## src/rtl/wb_port_arbiter.sv

```systemverilog
// Register-file write-port arbiter: picks one of four writeback requesters per cycle
// and registers the winner's mux select and destination for the following cycle.
module wb_port_arbiter #(
    parameter int RR_ENABLE    = 1,
    parameter int STARVE_LIMIT = 7
) (
    input  logic       clk,
    input  logic       reset,
    input  logic       hold,
    input  logic [3:0] req,
    input  logic [2:0] src0,
    input  logic [2:0] src1,
    input  logic [2:0] src2,
    input  logic [2:0] src3,
    input  logic [4:0] dst0,
    input  logic [4:0] dst1,
    input  logic [4:0] dst2,
    input  logic [4:0] dst3,
    output logic [3:0] gnt,
    output logic [2:0] mem_to_reg,
    output logic       reg_write,
    output logic [4:0] write_reg,
    output logic       starved
);

    localparam logic [2:0] LIMIT = 3'(STARVE_LIMIT);

    function automatic logic [2:0] satInc(input logic [2:0] v);
        return (v >= LIMIT) ? LIMIT : v + 3'd1;
    endfunction

    logic [1:0] ptr;
    logic [2:0] waitCnt [4];
    logic [2:0] nextCnt [4];
    logic [2:0] srcArr  [4];
    logic [4:0] dstArr  [4];
    logic [3:0] starveVec;
    logic [1:0] pickIdx;
    logic [1:0] rrIdx;
    logic       pickValid;
    logic       grantOk;
    logic       anyStarved;
    logic [2:0] selSrc;
    logic [4:0] selDst;

    always_comb begin
        srcArr[0] = src0;
        srcArr[1] = src1;
        srcArr[2] = src2;
        srcArr[3] = src3;
        dstArr[0] = dst0;
        dstArr[1] = dst1;
        dstArr[2] = dst2;
        dstArr[3] = dst3;
        for (int i = 0; i < 4; i++) begin
            starveVec[i] = req[i] && (waitCnt[i] == LIMIT);
        end

        // Descending loops let the lowest index / nearest offset win last.
        pickValid = 1'b0;
        pickIdx   = 2'd0;
        rrIdx     = 2'd0;
        if (|starveVec) begin
            for (int i = 3; i >= 0; i--) begin
                if (starveVec[i]) begin
                    pickValid = 1'b1;
                    pickIdx   = 2'(i);
                end
            end
        end else if (RR_ENABLE != 0) begin
            for (int off = 3; off >= 0; off--) begin
                rrIdx = ptr + 2'(off);
                if (req[rrIdx]) begin
                    pickValid = 1'b1;
                    pickIdx   = rrIdx;
                end
            end
        end else begin
            for (int i = 3; i >= 0; i--) begin
                if (req[i]) begin
                    pickValid = 1'b1;
                    pickIdx   = 2'(i);
                end
            end
        end

        grantOk = pickValid && !hold && reset;
        gnt     = grantOk ? (4'b0001 << pickIdx) : 4'b0000;
        selSrc  = srcArr[pickIdx];
        selDst  = dstArr[pickIdx];

        anyStarved = 1'b0;
        for (int i = 0; i < 4; i++) begin
            nextCnt[i] = (!req[i] || gnt[i]) ? 3'd0 : satInc(waitCnt[i]);
            if (nextCnt[i] == LIMIT) anyStarved = 1'b1;
        end
    end

    // Writeback register stage: one cycle after the grant
    always_ff @(posedge clk or negedge reset) begin
        if (!reset) begin
            ptr        <= 2'd0;
            mem_to_reg <= 3'd0;
            reg_write  <= 1'b0;
            write_reg  <= 5'd0;
            starved    <= 1'b0;
            for (int i = 0; i < 4; i++) waitCnt[i] <= 3'd0;
        end else begin
            for (int i = 0; i < 4; i++) waitCnt[i] <= nextCnt[i];
            starved <= anyStarved;
            if (grantOk) begin
                ptr        <= pickIdx + 2'd1;
                mem_to_reg <= selSrc;
                write_reg  <= selDst;
                reg_write  <= (selDst != 5'd0);
            end else begin
                reg_write  <= 1'b0;
            end
        end
    end

endmodule

```

## config.mk

```make
export PLATFORM = sky130hd
export DESIGN_NAME = wb_port_arbiter
export DESIGN_NICKNAME = d
export VERILOG_FILES = /design/src/rtl/wb_port_arbiter.sv
export SDC_FILE = /design/constraint.sdc
export NUM_CORES = 1
export LEC_CHECK = 0
export BUFFER_PORTS_ARGS = -buffer_cell sky130_fd_sc_hd__buf_2
export CAP_MARGIN = 10
export CELL_PAD_IN_SITES_DETAIL_PLACEMENT = 1
export CELL_PAD_IN_SITES_GLOBAL_PLACEMENT = 1
export CORE_MARGIN = 2
export CORE_UTILIZATION = 40
export DETAILED_ROUTE_END_ITERATION = 6
export PLACE_DENSITY_LB_ADDON = 0.3
export SLEW_MARGIN = 20
export SYNTH_ARGS = -nofsm -noshare
export SYNTH_HDL_FRONTEND = slang
export SYNTH_SLANG_ARGS = --single-unit
```

## constraint.sdc

```tcl
create_clock -name clk -period 6.6 [get_ports clk]
set_clock_uncertainty 0.15 [all_clocks]
set_input_delay 0.66 -clock clk [delete_from_list [all_inputs] [get_ports clk]]
set_output_delay 0.66 -clock clk [all_outputs]
set_load 0.005 [all_outputs]
```

Word level (Yosys, flattened, before mapping)
Cells that the tools add are included.
{"block": "op_classes", "magnitude_cmp": 9, "addsub": 8, "n_mux": 46, "n_bitwise": 1, "shifts": 1, "n_reduce_logical": 17, "n_eq_ne": 8}
{"operator": "$mux 3", "n": 10}
{"operator": "$eq 3x3->1 const B", "n": 8}
{"operator": "$mux 1", "n": 18}
{"operator": "$mux 2", "n": 9}
{"operator": "$ge 3x3->1 const B", "n": 5}
{"operator": "$add 3x1->3 const B", "n": 4}
{"operator": "$lt 2x3->1 const B", "n": 4}
{"operator": "$bmux 5 s2", "n": 1}
{"operator": "$mux 5", "n": 2}
{"operator": "$bmux 1 s2", "n": 4}
{"operator": "$bmux 3 s2", "n": 1}
{"operator": "$logic_and 1x1->1", "n": 6}
{"operator": "$logic_not 1->1", "n": 5}
{"operator": "$reduce_bool 5->1", "n": 1}
{"operator": "$add 2x1->2 const B", "n": 2}
{"operator": "$add 2x2->2 const B", "n": 2}
{"operator": "$logic_or 1x1->1", "n": 4}
{"operator": "$mux 4", "n": 1}
{"operator": "$reduce_or 4->1", "n": 1}
{"operator": "$shl 1x2->4 const A", "n": 1}
{"operator": "$not 2->3", "n": 1}
{"block": "totals", "reg_bits": 24, "in_bits": 39, "out_inout_bits": 14}

Logic depth before layout (Yosys ltp)
{"block": "logic_depth", "word_depth": 18, "ltp_mapped": 12, "mapped_depth_nobuf": 12}

Least setup slack after synthesis
OpenSTA, ideal clock, no wires.
{"block": "synth_path", "kind": "input to output", "start": "input req[1]", "end": "output gnt[1]", "arrival_ns": 2.103, "path_buffers": 2, "stages": 9, "required_ns": 5.790, "setup_slack_ns": 3.687, "path_cell_list": "buf_4 a21boi_1 a211oi_2 o221ai_2 nand3_4 buf_6 inv_1 ha_1 and2_1"}
{"block": "synth_via", "elab_chain_cells": 10, "elab_cells_between_ends": 28}
{"item": "from (decl)", "line": "10", "rtl": "input logic [3:0] req,"}
{"item": "$bmux 1 s2", "line": "73", "rtl": "if (req[rrIdx]) begin"}
{"item": "$mux 1 (implied by the code)", "line": "73"}
{"item": "$mux 1 (4 in a row)", "line": "73"}
{"item": "$mux 1", "line": "63", "rtl": "if (|starveVec) begin"}
{"item": "$logic_and 1x1->1 (2 in a row)", "line": "87", "rtl": "grantOk = pickValid && !hold && reset;"}
{"item": "$mux 4 *", "line": "88", "rtl": "gnt = grantOk ? (4'b0001 << pickIdx) : 4'b0000;"}
{"item": "to (decl)", "line": "19", "rtl": "output logic [3:0] gnt,"}
Mark *: on every way between the ends. The rest lies on a longest branch, timed or not. The select of a mux whose other input is x is not followed.

Final worst setup path
{"block": "layout_path", "start": "register waitCnt[9] (netlist name)", "end": "output gnt[0]"}
{"block": "layout_via", "elab_chain_cells": 7, "elab_cells_between_ends": 11}
{"item": "from (decl)", "line": "33", "rtl": "logic [2:0] waitCnt [4];"}
{"item": "$eq 3x3->1 *", "line": "56", "rtl": "starveVec[i] = req[i] && (waitCnt[i] == LIMIT);"}
{"item": "$logic_and 1x1->1 *", "line": "56"}
{"item": "$reduce_or 4->1 or $mux 1 (tied branches)", "line": "63, 65"}
{"item": "$mux 1", "line": "63"}
{"item": "$logic_and 1x1->1 (2 in a row)", "line": "87"}
{"item": "$mux 4 *", "line": "88"}
Mark *: on every way between the ends. The rest lies on a longest branch, timed or not.

==> summary.txt <==
Synthesis
  • Cell taking the most area after synthesis: dfrtp_1
  • Synth Net Count: around 230
  • Post-synth EDFFs: 0
  • Largest family of logic cells by synthesized area: compound AO/OA/AOI/OAI gates
  • Synth unique cells: 40
  • Synth Area in Simple Gates: a little under a fifth
  • #FFs+latches synth: 24
  • Sequential share of the synthesized area: 36.3%
  • Post-synthesis mux area share: 11.3%
  • Synth Area in Adders: 9.07%
  • Synth Warn #: 0
  • Top post-synthesis cells by area: dfrtp_1 36%, ha_1 9.1%, mux2i_1 7.3%
  • Avg Inst Size Synth: a little over 9 µm²
  • Top FF cell, synth: dfrtp_1
  • XOR/XNOR share of the synthesized area: 0%
  • Synth Cell Area: 1660 µm²
  • Compound-cell area share of the yosys netlist: 20.4%
  • Share of the synthesized area in the top cell type: a little over a third
  • Post-synth ARST share: 100%
  • Synthesized instance count: 181

GRT
  • Global route overflow: 0
  • Initial antenna violation count: 0
  • Largest net degree at the start of global routing: 26
  • Vias in the first global route: between 1.5k and 2k
  • Overall routing resource usage: between 20 and 25%
  • Global-route wire length before repair: 7060 µm

Layout
  • Antenna cell count: 0
  • Max reg flops: 12
  • Multi-input logic area: 976 µm²
  • # fillers: slightly above 500
  • Synth-to-Final Area Change: 21.5%
  • Fin nets: between 200 and 300
  • Final core occ: 50.3%
  • Sequential Area: 601 µm²
  • Post-Layout Cell Count: 284
  • Share of layout cells above drive strength 1: 30.3%

STA
  • Worst slew margin: 62.2%
  • Fin. Hold Viols: 0
  • Pins Over Slew Limit: 0
  • Final setup violation count: 0
  • Slew @ Worst Pin: ~0.57 ns
  • Total negative slack: 0 ns
  • Achievable frequency: 292 MHz
  • Tcrit/Tclk final: roughly half
  • RSZ-0062 raised after global routing: false
  • Tmin final: 3.43 ns

Floorplan
  • Io pins: 53
  • Starting density of the core: 41.4%
  • Core Area: 4000 µm²
  • Die Area: 4670 µm²
  • Die Ht: 68.3 µm
  • Cell Rows: 23
  • Die width: 68.3 µm

Route
  • Remaining DRCs: 0
  • Routed len/inst: 15.0 µm
  • Vias: 1496
  • Antenna-violating nets left: 0
  • Detailed Route WL: 4270 µm
  • TritonRoute pass-1 iters: 4
  • Via/cell ratio: 5.27
  • First DRT Iteration DRCs: about 50

Setup path
  • Crit path cell chain: ha_1 -> ha_1 -> inv_1 -> a21oi_1 -> a2bb2oi_1 -> o32ai_2 -> inv_2 -> ha_1 -> and2_1 -> buf_2
  • Worst path max stage delay: 0.47 ns
  • Slowest stage cell, crit path: o32ai_2
  • CP startpoint: waitCnt[9]
  • Worst Setup EP: gnt[0]
  • Reg-to-reg critical path endpoint: starved
  • CP Capture Type: output pin
  • Worst setup SP type: flop
  • Critical path required time: 5.79 ns
  • Crit-path max FO: 8
  • Worst R2R Setup Slack: 3.71 ns
  • Critical path type: reg2out
  • Reg2reg start: waitCnt[9]
  • CP dominant cell by count: ha_1
  • Delay-heaviest family, CP: compound AO/OA/AOI/OAI gates
  • Worst path bufs/invs: 3
  • CP arrival: 2.62 ns
  • Stages on the worst setup path: 10
  • FF-to-FF path depth: 12

Clock network
  • Post-CTS Setup Bufs: 0
  • Cts bufs inserted: 3
  • Clock root buffer: clkbuf_8
  • Num Clock Sinks: 24
  • Post-CTS Resized: 0
  • CTS H-tree lvls: 1
  • Clk Latency, worst-skew pair: 0.27 ns
  • CTS tree: built
  • Clock slew at reported path FFs: 0.09 ns
  • Clk buf depth: 2
  • Hold Buf Count CTS: 0

Power and ir drop
  • Worst vdd ir: approximately 110 µV
  • Pwr dens: about 280 nW/µm²
  • P_leak: 1.05 nW

Placement
  • GP Congestion: 0.793
  • Hpwl dp: roughly 3400 µm
  • Port-buffer cells: 52
  • Post-Place Cells: 280

Job
  • Max-cap viol count: 0

Worst hold path
  • HP Class: in2async

Status
  • Outcome: complete, no violations
==> stage by stage <==
step | power, W | area (µm²) | setup WS (ns) | hold WS, ns
global placement | 0.000455 | 1960 | 3.39 | 0.310
floorplan | 0.000387 | 1660 | 3.69 | 0.214
global route | 0.000604 | 2010 | 2.98 | 0.265
detailed placement | 0.000462 | 1960 | 3.38 | 0.319
finish | 0.000560 | 2010 | 3.17 | 0.224
CTS | 0.000565 | 2010 | 3.15 | 0.252
==> cells by family after synthesis <==
kind of cell / count (synthesis)
and+or+nand+nor: 64
AOI/OAI and AO/OA: 46
DFF: 24
muxes: 18
buffers and inverters: 17
adders and majority gates: 12
==> worst reg2reg max path, cell delays in order, from the launching register on <==
cell	delay (ns)
dfrtp_1	0.42
ha_1	0.21
ha_1	0.19
inv_1	0.10
a21oi_1	0.08
a2bb2oi_1	0.15
o32ai_2	0.47
inv_2	0.20
ha_1	0.24
and2_1	0.16
nor2_1	0.18
o21ai_0	0.16
o2111ai_1	0.10
==> layout make-up <==
type                            instances  area share, %
Multi-Input combinational cell        140           48.5
Sequential cell                        24           29.9
Timing Repair Buffer                   53           13.3
Tap cell                               50           3.11
Clock buffer                            4           2.74
Inverter                               13           2.43
==> synth_stat cells, types with 2 or more instances <==
master,n
and2_1,4
mux2i_1,12
inv_1,11
nor2_1,11
a221o_1,2
nor2b_1,2
buf_4,2
a31oi_1,4
and3_1,2
o21ai_1,7
inv_2,2
o21a_1,2
o21ai_0,6
dfrtp_1,24
o211ai_1,3
nand3_1,7
a21oi_1,8
nand2b_1,2
nand2_1,32
ha_1,12
a22oi_1,2
mux2_2,6
==> worst min path at each step <==
stage / end / slack, ns
2_1_floorplan: mem_to_reg[0] / 0.21
3_3_place_gp: mem_to_reg[0] / 0.31
3_5_place_dp: write_reg[2] / 0.32
4_1_cts: waitCnt[3] / 0.25
5_1_grt: waitCnt[0] / 0.26
6_report: waitCnt[6] / 0.22
==> report_power, final <==
part	internal [W]	switching (W)	total [W]
clock network	0.0000533	0.0000496	0.000103
registers	0.000182	0.0000316	0.000214
logic	0.000117	0.000127	0.000243
total	0.000352	0.000208	0.000560
==> cells in the final DEF (no fill, tap or decap), types with 2 or more instances in the layout <==
cell      count
nor2b_1       2
inv_1        11
o21ai_0       6
a31oi_1       4
o21a_1        2
mux2_2        6
ha_1         12
and3_1        2
a21oi_1       8
nand2b_1      2
mux2i_1      12
and2_1        4
nand2_1      32
o211ai_1      3
buf_2        52
a221o_1       2
a22oi_1       2
o21ai_1       7
inv_2         2
nor2_1       11
nand3_1       7
clkbuf_8      4
dfrtp_1      24
==> per-layer routing <==
metal	share of wire (%)	GRT usage (%)	vias to the layer above
li1	-	-	758
met5	0	0	-
met2	50	35.3	30
met4	0.33	2.75	0
met3	3.2	2.96	2
met1	46	26.7	706
No activity file was read; power rests on OpenSTA's default activity.
